`config.mk`:
```
export PLATFORM = sky130hd
export DESIGN_NAME = imem_arbiter
export DESIGN_NICKNAME = d
export VERILOG_FILES = /design/src/rtl/imem_arbiter.sv
export SDC_FILE = /design/constraint.sdc
export NUM_CORES = 1
export LEC_CHECK = 0
export CELL_PAD_IN_SITES_DETAIL_PLACEMENT = 0
export CELL_PAD_IN_SITES_GLOBAL_PLACEMENT = 1
export CORE_UTILIZATION = 10
export DETAILED_ROUTE_END_ITERATION = 10
export PLACE_DENSITY = 0.79
export SLEW_MARGIN = 25
export SYNTH_ARGS = -nofsm -noshare
export SYNTH_HDL_FRONTEND = slang
export SYNTH_SLANG_ARGS = --single-unit
```
`constraint.sdc`:
```
create_clock -name i_clk -period 2.2 [get_ports i_clk]
set_input_delay 0.33 -clock i_clk [delete_from_list [all_inputs] [get_ports i_clk]]
set_output_delay 0.33 -clock i_clk [all_outputs]
set_load 0.02 [all_outputs]
```
`src/rtl/imem_arbiter.sv`:
```
// Round-robin arbiter sharing a single-ported instruction memory between CPU fetch
// and a loader/debug port; every request gets its response exactly one cycle later.
module imem_arbiter #(
  parameter int SIZE = 512
) (
  input  logic                        i_clk,
  input  logic                        i_rst,
  input  logic                        i_f_req_valid,
  output logic                        o_f_req_ready,
  input  logic [31:0]                 i_f_addr,
  input  logic                        i_f_flush,
  output logic                        o_f_rsp_valid,
  output logic [31:0]                 o_f_rsp_data,
  output logic                        o_f_rsp_err,
  input  logic                        i_l_req_valid,
  output logic                        o_l_req_ready,
  input  logic                        i_l_we,
  input  logic [31:0]                 i_l_addr,
  input  logic [31:0]                 i_l_wdata,
  output logic                        o_l_rsp_valid,
  output logic [31:0]                 o_l_rsp_data,
  output logic                        o_l_rsp_err,
  output logic                        o_mem_en,
  output logic                        o_mem_we,
  output logic [$clog2(SIZE/4)-1:0]   o_mem_addr,
  output logic [31:0]                 o_mem_wdata,
  input  logic [31:0]                 i_mem_rdata
);
  localparam int          AW     = $clog2(SIZE/4);
  localparam logic [31:0] SIZE_B = 32'(SIZE);
  localparam logic [31:0] NOP    = 32'h0000_0013;

  typedef struct packed {
    logic pend;
    logic owner_l;
    logic err;
    logic we;
    logic drop;
  } rsp_t;

  rsp_t        rsp_d, rsp_q;
  logic        last_l_d, last_l_q;
  logic        gnt_f, gnt_l, gnt, req_err;
  logic [31:0] req_addr, rsp_data;

  // Request side: grant, address check, memory drive and next response-stage state.
  always_comb begin
    gnt_f         = !i_rst && i_f_req_valid && (!i_l_req_valid || last_l_q);
    gnt_l         = !i_rst && i_l_req_valid && !gnt_f;
    gnt           = gnt_f || gnt_l;
    req_addr      = gnt_l ? i_l_addr : i_f_addr;
    req_err       = (req_addr[1:0] != 2'b00) || (req_addr >= SIZE_B);
    o_f_req_ready = gnt_f;
    o_l_req_ready = gnt_l;
    o_mem_en      = gnt && !req_err;
    o_mem_we      = o_mem_en && gnt_l && i_l_we;
    o_mem_addr    = o_mem_en ? req_addr[AW+1:2] : '0;
    o_mem_wdata   = o_mem_we ? i_l_wdata : '0;
    rsp_d.pend    = gnt;
    rsp_d.owner_l = gnt_l;
    rsp_d.err     = gnt && req_err;
    rsp_d.we      = gnt_l && i_l_we;
    // A flush in the accept cycle kills only the fetch response due next cycle.
    rsp_d.drop    = gnt_f && i_f_flush;
    last_l_d      = gnt ? gnt_l : last_l_q;
  end

  always_ff @(posedge i_clk) begin
    if (i_rst) begin
      rsp_q    <= '0;
      last_l_q <= 1'b1;
    end else begin
      rsp_q    <= rsp_d;
      last_l_q <= last_l_d;
    end
  end

  // Response side: memory read data arrives the cycle after o_mem_en, matching rsp_q.
  always_comb begin
    rsp_data      = rsp_q.err ? NOP : (rsp_q.we ? 32'h0 : i_mem_rdata);
    o_f_rsp_valid = !i_rst && rsp_q.pend && !rsp_q.owner_l && !rsp_q.drop;
    o_l_rsp_valid = !i_rst && rsp_q.pend && rsp_q.owner_l;
    o_f_rsp_data  = o_f_rsp_valid ? rsp_data : 32'h0;
    o_f_rsp_err   = o_f_rsp_valid && rsp_q.err;
    o_l_rsp_data  = o_l_rsp_valid ? rsp_data : 32'h0;
    o_l_rsp_err   = o_l_rsp_valid && rsp_q.err;
  end

endmodule

```
==> results of run 1 <==
-- what timing repair did --
item                                    CTS  global route
endpoints found under the setup margin  111            44
gates cloned                              5             0
setup buffers                            18             0
hold buffers                              0             0
pin swaps                                38            25
gates resized for setup                 417            41
-- how the worst min path moves through the flow --
stage	slack (ns)	endpoint	depth (start not counted)	start
3_3_place_gp	0.48	last_l_q	2	last_l_q
6_report	0.50	last_l_q	2	last_l_q
2_1_floorplan	0.43	last_l_q	1	i_f_req_valid
3_5_place_dp	0.49	last_l_q	2	last_l_q
5_1_grt	0.52	last_l_q	2	last_l_q
4_1_cts	0.50	last_l_q	2	last_l_q
-- tightest hold or removal path, cell delays in order, from the launching register on --
cell and delay, ns:
sky130_fd_sc_hd__dfxtp_1 0.30, sky130_fd_sc_hd__inv_1 0.06, sky130_fd_sc_hd__o21ai_0 0.08
-- per-stage QoR --
step                      area (um^2)  hold WS, ns  util, %  total power (W)
after floorplan                  1220        0.430        -         0.000224
after global placement           3940        0.481     33.8         0.000550
after detailed placement         3940        0.493     33.8         0.000556
after CTS                        4240        0.499     36.4         0.000816
after global routing             4210        0.524     36.1         0.000853
final                            4210        0.500     36.1         0.000810
-- cell type report --
class	count	area, um^2
repair buffers	275	2650
multi-input cells	151	1170
fillers	1210	7450
clock buffers	3	75.1
flip-flops and latches	6	120
well taps	143	179
inverters	6	22.5
-- sequential cells by signal (all words and copies together) (netlist names) --
name and count:
last_l_q 1, rsp_q 5
-- power breakdown --
part	internal, W	switching (W)
Clock	0.000233	0.0000534
Sequential	0.000116	0.00000625
Combinational	0.000253	0.000149
Total	0.000602	0.000208
-- kinds of logic (layout without fill, tap and decap cells) --
logic type             count (synthesis)  after routing  share of synthesized area, %
AO/OA/AOI/OAI                         14             14                          9.24
AND/OR/NAND/NOR                      137            137                          72.3
buffers and inverters                 22            284                          8.62
flip-flops                             6              6                          9.86
-- cells in the final DEF (no fill, tap or decap), types with 4 or more instances in the layout --
cell                              count
sky130_fd_sc_hd__a21oi_1              4
sky130_fd_sc_hd__a32o_1               6
sky130_fd_sc_hd__and2_1              10
sky130_fd_sc_hd__and2_4              32
sky130_fd_sc_hd__and3_1              59
sky130_fd_sc_hd__buf_2               12
sky130_fd_sc_hd__buf_4               21
sky130_fd_sc_hd__buf_6               41
sky130_fd_sc_hd__clkdlybuf4s15_1     13
sky130_fd_sc_hd__clkdlybuf4s50_1     82
sky130_fd_sc_hd__dfxtp_1              6
sky130_fd_sc_hd__dlygate4sd2_1       90
sky130_fd_sc_hd__dlymetal6s2s_1       7
sky130_fd_sc_hd__inv_1                5
sky130_fd_sc_hd__nor2_1               6
sky130_fd_sc_hd__nor4_2               7
-- routing by layer --
metal / GRT usage [%] / vias up / wire length, um
li1: - / 1169 / -
met5: 0 / - / 0
met2: 25.2 / 151 / 4480
met4: 2.58 / 0 / 123
met1: 11.3 / 1064 / 2740
met3: 2.48 / 10 / 693
==> metrics.txt, run 1 <==
# TYPE chip_impl_metric gauge
chip_impl_metric{name="num_vias",unit=""} 2394
chip_impl_info{name="worstSetupPathType",value="in -> out"} 1
chip_impl_metric{name="pre_cts_slack",unit="ns"} -0.837
chip_impl_metric{name="synth_async_sr_flop_share",unit="%"} 0
chip_impl_info{name="cts.root.buffer_cell",value="sky130_fd_sc_hd__clkbuf_16"} 1
chip_impl_metric{name="synthesis.area_per_instance",unit="um^2"} 6.81
chip_impl_info{name="failing_checks",value="setup timing"} 1
chip_impl_metric{name="synth_edf_count",unit=""} 0
chip_impl_metric{name="wl",unit="um"} 8040
chip_impl_metric{name="global_route_wire_length_before_repair",unit="um"} 12100
chip_impl_metric{name="drt_iter0_markers",unit=""} 63
chip_impl_metric{name="timing.final.ws_setup",unit="ns"} -0.0850
chip_impl_info{name="worst_path_max_delay_cell",value="sky130_fd_sc_hd__nor4_4"} 1
chip_impl_metric{name="place_congestion",unit=""} 0.732
chip_impl_metric{name="grtUsageTotal",unit="%"} 11.8
chip_impl_metric{name="powerDensity",unit="mW/mm^2"} 192
chip_impl_metric{name="hpwl_dp",unit="um"} 6470
chip_impl_metric{name="timing.clock.skew",unit="ns"} 0.000390
chip_impl_info{name="critical_path.reg2reg.endpoint",value="rsp_q[2]"} 1
chip_impl_metric{name="total_i_o_pin_count",unit=""} 245
chip_impl_metric{name="crit_arrival",unit="ns"} 1.95
chip_impl_metric{name="r2r.worst_path.cells",unit=""} 7
chip_impl_metric{name="grt_max_degree",unit=""} 41
chip_impl_metric{name="cp_max_fo",unit=""} 5
chip_impl_metric{name="diodes",unit=""} 0
chip_impl_metric{name="max_cap_violations",unit=""} 0
chip_impl_metric{name="yosysWarningCount",unit=""} 0
chip_impl_metric{name="max_freq",unit="GHz"} 0.438
chip_impl_metric{name="drt-vias-per-instance",unit=""} 4.10
chip_impl_metric{name="timing.critical_path.buf_inv",unit=""} 6
chip_impl_metric{name="antenna_found_initial",unit=""} 0
chip_impl_metric{name="post_synth_num_cell_types",unit=""} 26
chip_impl_metric{name="setup_viol",unit=""} 17
chip_impl_info{name="critical_path.startpoint_type",value="input port"} 1
chip_impl_metric{name="first_global_vias",unit=""} 2568
chip_impl_metric{name="die_width",unit="um"} 112
chip_impl_info{name="timing.rr.start",value="last_l_q"} 1
chip_impl_info{name="cpMostUsedCell",value="sky130_fd_sc_hd__buf_6"} 1
chip_impl_info{name="hold_class",value="reg -> reg"} 1
chip_impl_metric{name="die_height",unit="um"} 112
chip_impl_metric{name="max_incr_delay_on_cp",unit="ns"} 0.29
chip_impl_metric{name="timing_worst_slew_pin_value",unit="ns"} 0.273
chip_impl_metric{name="place.port_buffers",unit=""} 244
chip_impl_metric{name="detail_route.wl_per_cell",unit="um"} 13.8
chip_impl_metric{name="floorplan.rows",unit=""} 39
chip_impl_metric{name="report.final.slew_viol_count",unit=""} 0
chip_impl_metric{name="floorplan.core_area",unit="mm^2"} 0.0117
chip_impl_metric{name="power.static_leakage",unit="nW"} 2.39
chip_impl_metric{name="drive_above_1_share",unit="%"} 31.3
chip_impl_metric{name="r2r_slack",unit="ns"} 0.80
chip_impl_info{name="kind_of_end_point_of_the_critical_path",value="output port"} 1
chip_impl_metric{name="postSynthNetCount",unit=""} 313
chip_impl_metric{name="final.setup.tns",unit="ns"} -0.975
chip_impl_info{name="worst_path_dominant_cell_family",value="simple AND/OR/NAND/NOR gates"} 1
chip_impl_info{name="unrepaired_setup_endpoints_after_global_routing",value="yes"} 1
chip_impl_metric{name="crit_required",unit="ns"} 1.87
chip_impl_info{name="path_cells",value="buf_6 > nor4_4 > buf_4 > nand4_1 > nor4_4 > buf_4 > buf_6 > buf_8 > and2_4 > buf_6"} 1
chip_impl_info{name="critical_path.endpoint",value="o_mem_wdata[0]"} 1
chip_impl_metric{name="tritoncts.num_buffers",unit=""} 3
chip_impl_metric{name="layout_min_cycle_time",unit="ns"} 2.28
chip_impl_metric{name="ant_nets",unit=""} 0
chip_impl_metric{name="final_min_period_over_clock_period",unit="%"} 104
chip_impl_metric{name="ctsLongestPathBuffers",unit=""} 2
chip_impl_info{name="synth_area_leader_cell",value="sky130_fd_sc_hd__and3_1"} 1
chip_impl_metric{name="clk_transition_reported_paths",unit="ns"} 0.03
chip_impl_metric{name="route.detailed.drc",unit=""} 0
chip_impl_metric{name="number_of_flip_flops_and_latches_in_the_synthesized_netlist",unit=""} 6
chip_impl_info{name="setup.worst_path.start",value="i_l_addr[12]"} 1
chip_impl_metric{name="h-tree-depth",unit=""} 1
chip_impl_info{name="run_status",value="finished with violations"} 1
chip_impl_metric{name="netlist_area",unit="mm^2"} 0.00122
chip_impl_metric{name="firstDrtPassIters",unit=""} 4
chip_impl_metric{name="relSlewSlack",unit="%"} 81.7
chip_impl_metric{name="irDropWorstVdd",unit="mV"} 0.159
chip_impl_metric{name="initial_core_util",unit="%"} 10.4
chip_impl_metric{name="finish.cell_count_without_fillers",unit=""} 584
chip_impl_metric{name="finalNetCount",unit=""} 577
chip_impl_metric{name="dp.cells",unit=""} 566
chip_impl_metric{name="synthToLayoutAreaGrowth",unit="%"} 246
chip_impl_info{name="synth.top_cells.by_count",value="sky130_fd_sc_hd__and3_1, sky130_fd_sc_hd__and2_1, sky130_fd_sc_hd__clkbuf_1"} 1
chip_impl_metric{name="netlist.area_leader.share",unit="%"} 30.3
chip_impl_metric{name="tritoncts_num_sinks",unit=""} 6
chip_impl_metric{name="cell_count_along_the_critical_path",unit=""} 10
chip_impl_metric{name="clk_latency",unit="ns"} 0.22
chip_impl_metric{name="postSynthCellCount",unit=""} 179
chip_impl_metric{name="report.final.hold_viol_count",unit=""} 0
chip_impl_info{name="cts_tree",value="built"} 1
chip_impl_info{name="synth.top_cells.by_area",value="sky130_fd_sc_hd__and3_1, sky130_fd_sc_hd__and2_1, sky130_fd_sc_hd__dfxtp_1"} 1
chip_impl_metric{name="synth_seq_area_share",unit="%"} 9.86
chip_impl_metric{name="die_area",unit="mm^2"} 0.0126
chip_impl_metric{name="grt_overflow",unit=""} 0
chip_impl_info{name="most_frequent_cell_after_synthesis",value="sky130_fd_sc_hd__and3_1"} 1
chip_impl_info{name="synth_ff_type",value="sky130_fd_sc_hd__dfxtp_1"} 1
(Power assumes the default switching activity.)
==> inputs of run 2 (changes only) <==
Settings changed: SKIP_LAST_GASP set to 1.
==> run 2 against run 1 <==
Compared with the run above:
- count of clock-buffer cells in the layout unchanged
- sequential share of layout area about the same
- critical path depth unchanged
- setup slack improved by 0.021 ns
- maximum frequency increased by 0.94%
- die area did not move
- utilization is essentially flat
- largest power group unchanged
- clock power is essentially flat
- the run still ends with setup timing left
- non-clock buffer count unchanged
==> metrics.txt, run 2 (same netlist as run 1, synthesis figures left out) <==
# TYPE chip_impl_metric gauge
chip_impl_metric{name="tritoncts.num_buffers",unit=""} 3
chip_impl_metric{name="route.detailed.drc",unit=""} 0
chip_impl_metric{name="hpwl_dp",unit="um"} 6470
chip_impl_info{name="worstSetupPathType",value="in -> out"} 1
chip_impl_info{name="critical_path.reg2reg.endpoint",value="rsp_q[2]"} 1
chip_impl_metric{name="final_min_period_over_clock_period",unit="%"} 103
chip_impl_metric{name="globalRouteMet2Util",unit="%"} 24.8
chip_impl_info{name="run_status",value="finished with violations"} 1
chip_impl_metric{name="relSlewSlack",unit="%"} 82.1
chip_impl_info{name="cts_tree",value="built"} 1
chip_impl_info{name="timing.rr.start",value="last_l_q"} 1
chip_impl_metric{name="die_width",unit="um"} 112
chip_impl_info{name="cts.root.buffer_cell",value="sky130_fd_sc_hd__clkbuf_16"} 1
chip_impl_metric{name="synthToLayoutAreaGrowth",unit="%"} 245
chip_impl_info{name="setup.worst_path.start",value="i_l_addr[12]"} 1
chip_impl_metric{name="irDropWorstVdd",unit="mV"} 0.161
chip_impl_info{name="failing_checks",value="setup timing"} 1
chip_impl_metric{name="grt_overflow",unit=""} 0
chip_impl_metric{name="gr-usage-met3",unit="%"} 2.43
chip_impl_info{name="hold_class",value="reg -> reg"} 1
chip_impl_metric{name="powerDensity",unit="mW/mm^2"} 193
chip_impl_metric{name="crit_required",unit="ns"} 1.87
chip_impl_metric{name="tritoncts_num_sinks",unit=""} 6
chip_impl_metric{name="die_height",unit="um"} 112
chip_impl_info{name="critical_path.startpoint_type",value="input port"} 1
chip_impl_metric{name="clk_latency",unit="ns"} 0.22
chip_impl_info{name="path_cells",value="buf_6 > nor4_4 > buf_4 > nand4_1 > nor4_4 > buf_4 > buf_6 > buf_8 > and2_4 > buf_6"} 1
chip_impl_metric{name="power.static_leakage",unit="nW"} 2.39
chip_impl_metric{name="final_util",unit="%"} 36.1
chip_impl_metric{name="setup_viol",unit=""} 13
chip_impl_metric{name="finalNetCount",unit=""} 577
chip_impl_metric{name="r2r.worst_path.cells",unit=""} 7
chip_impl_metric{name="place.port_buffers",unit=""} 244
chip_impl_metric{name="num_vias",unit=""} 2397
chip_impl_metric{name="antenna_found_initial",unit=""} 0
chip_impl_metric{name="diodes",unit=""} 0
chip_impl_metric{name="layout_min_cycle_time",unit="ns"} 2.26
chip_impl_info{name="critical_path.endpoint",value="o_mem_wdata[0]"} 1
chip_impl_metric{name="drive_above_1_share",unit="%"} 30.8
chip_impl_metric{name="die_area",unit="mm^2"} 0.0126
chip_impl_metric{name="cp_max_fo",unit=""} 5
chip_impl_metric{name="drt_iter0_markers",unit=""} 69
chip_impl_metric{name="drt-vias-per-instance",unit=""} 4.10
chip_impl_metric{name="max_cap_violations",unit=""} 0
chip_impl_info{name="unrepaired_setup_endpoints_after_global_routing",value="yes"} 1
chip_impl_metric{name="timing.clock.skew",unit="ns"} 0.000997
chip_impl_metric{name="grt_max_degree",unit=""} 41
chip_impl_info{name="layout.cells.most_common",value="sky130_fd_sc_hd__dlygate4sd2_1"} 1
chip_impl_info{name="biggestRegsByFlops",value="rsp_q (5), last_l_q (1)"} 1
chip_impl_metric{name="max_freq",unit="GHz"} 0.442
chip_impl_metric{name="ant_nets",unit=""} 0
chip_impl_info{name="worst_path_max_delay_cell",value="sky130_fd_sc_hd__nor4_4"} 1
chip_impl_metric{name="crit_arrival",unit="ns"} 1.93
chip_impl_metric{name="r2r_slack",unit="ns"} 0.81
chip_impl_metric{name="total_i_o_pin_count",unit=""} 245
chip_impl_metric{name="timing.final.ws_setup",unit="ns"} -0.0636
chip_impl_metric{name="pre_cts_slack",unit="ns"} -0.837
chip_impl_info{name="layout.cells.most_common_list",value="sky130_fd_sc_hd__dlygate4sd2_1, sky130_fd_sc_hd__clkdlybuf4s50_1, sky130_fd_sc_hd__and3_1, sky130_fd_sc_hd__buf_6, sky130_fd_sc_hd__and2_4"} 1
chip_impl_metric{name="timing_worst_slew_pin_value",unit="ns"} 0.266
chip_impl_metric{name="largest_reg_flops",unit=""} 5
chip_impl_metric{name="firstDrtPassIters",unit=""} 4
chip_impl_metric{name="initial_core_util",unit="%"} 10.4
chip_impl_metric{name="report.final.hold_viol_count",unit=""} 0
chip_impl_metric{name="place_congestion",unit=""} 0.732
chip_impl_metric{name="h-tree-depth",unit=""} 1
chip_impl_metric{name="floorplan.core_area",unit="mm^2"} 0.0117
chip_impl_metric{name="report.final.slew_viol_count",unit=""} 0
chip_impl_info{name="globalRoute.busiestLayer",value="met2"} 1
chip_impl_info{name="kind_of_end_point_of_the_critical_path",value="output port"} 1
chip_impl_metric{name="clk_transition_reported_paths",unit="ns"} 0.03
chip_impl_info{name="cpMostUsedCell",value="sky130_fd_sc_hd__buf_6"} 1
chip_impl_metric{name="global_route_wire_length_before_repair",unit="um"} 12100
chip_impl_metric{name="use_met1",unit="%"} 11.5
chip_impl_metric{name="floorplan.rows",unit=""} 39
chip_impl_metric{name="ctsLongestPathBuffers",unit=""} 2
chip_impl_metric{name="max_incr_delay_on_cp",unit="ns"} 0.28
chip_impl_metric{name="layout.filler_cells",unit=""} 1213
chip_impl_metric{name="detail_route.wl_per_cell",unit="um"} 13.7
chip_impl_info{name="most_flops_register",value="rsp_q"} 1
chip_impl_metric{name="grtUsageTotal",unit="%"} 11.8
chip_impl_metric{name="wl",unit="um"} 7990
chip_impl_metric{name="first_global_vias",unit=""} 2567
## run 2: critical path: cells and delay by family
family | cells | cell delay, ns
simple gates | 4 | 0.83
buf+inv | 6 | 0.76
## run 2: worst min-delay path by stage
stage | start | to | slack (ns) | depth (start not counted)
after floorplan | i_f_req_valid | last_l_q | 0.43 | 1
after global placement | last_l_q | last_l_q | 0.48 | 2
after detailed placement | last_l_q | last_l_q | 0.49 | 2
after CTS | last_l_q | last_l_q | 0.50 | 2
after global routing | last_l_q | last_l_q | 0.52 | 2
final | last_l_q | last_l_q | 0.50 | 2
## run 2: power breakdown
part / switching [W] / total (W) / internal [W]
combinational: 0.000150 / 0.000404 / 0.000254
sequential: 0.00000625 / 0.000122 / 0.000116
clock: 0.0000524 / 0.000285 / 0.000232
## run 2: cell type report
class	count	area (um^2)	share of cell area [%]
clock buffer	3	75.1	1.78
inverter	6	22.5	0.535
multi-input combinational	151	1170	27.9
sequential	6	120	2.85
tap	143	179	4.25
timing repair buffer	275	2640	62.7
## run 2: per-stage QoR
step / power (W) / hold slack (ns) / instances / setup TNS (ns) / area, um^2
floorplan: 0.000224 / 0.430 / 179 / 0 / 1220
global placement: 0.000550 / 0.481 / 566 / -53.41 / 3940
detailed placement: 0.000556 / 0.493 / 566 / -54.75 / 3940
CTS: 0.000816 / 0.499 / 591 / -3.14 / 4190
global route: 0.000855 / 0.524 / 584 / -2.75 / 4210
finish: 0.000811 / 0.504 / 584 / -0.663 / 4210
## run 2: per-layer routing
layer / wire [um] / up-vias
met5: 0 / -
met4: 161 / 0
li1: - / 1170
met2: 4390 / 155
met3: 717 / 14
met1: 2720 / 1058
## run 2: timing repair
item,4_1_cts,5_1_grt
gates cloned,5,0
gates resized for setup,392,61
hold buffers,0,0
pin swaps,25,37
setup endpoints to repair,111,41
buffers inserted,18,0
==> inputs of run 3 (changes only) <==
Settings changed: CTS_CLUSTER_DIAMETER set to 200.
==> results of run 3 <==
Same layout as run 2: the final DEF is identical, and so are final timing and power.
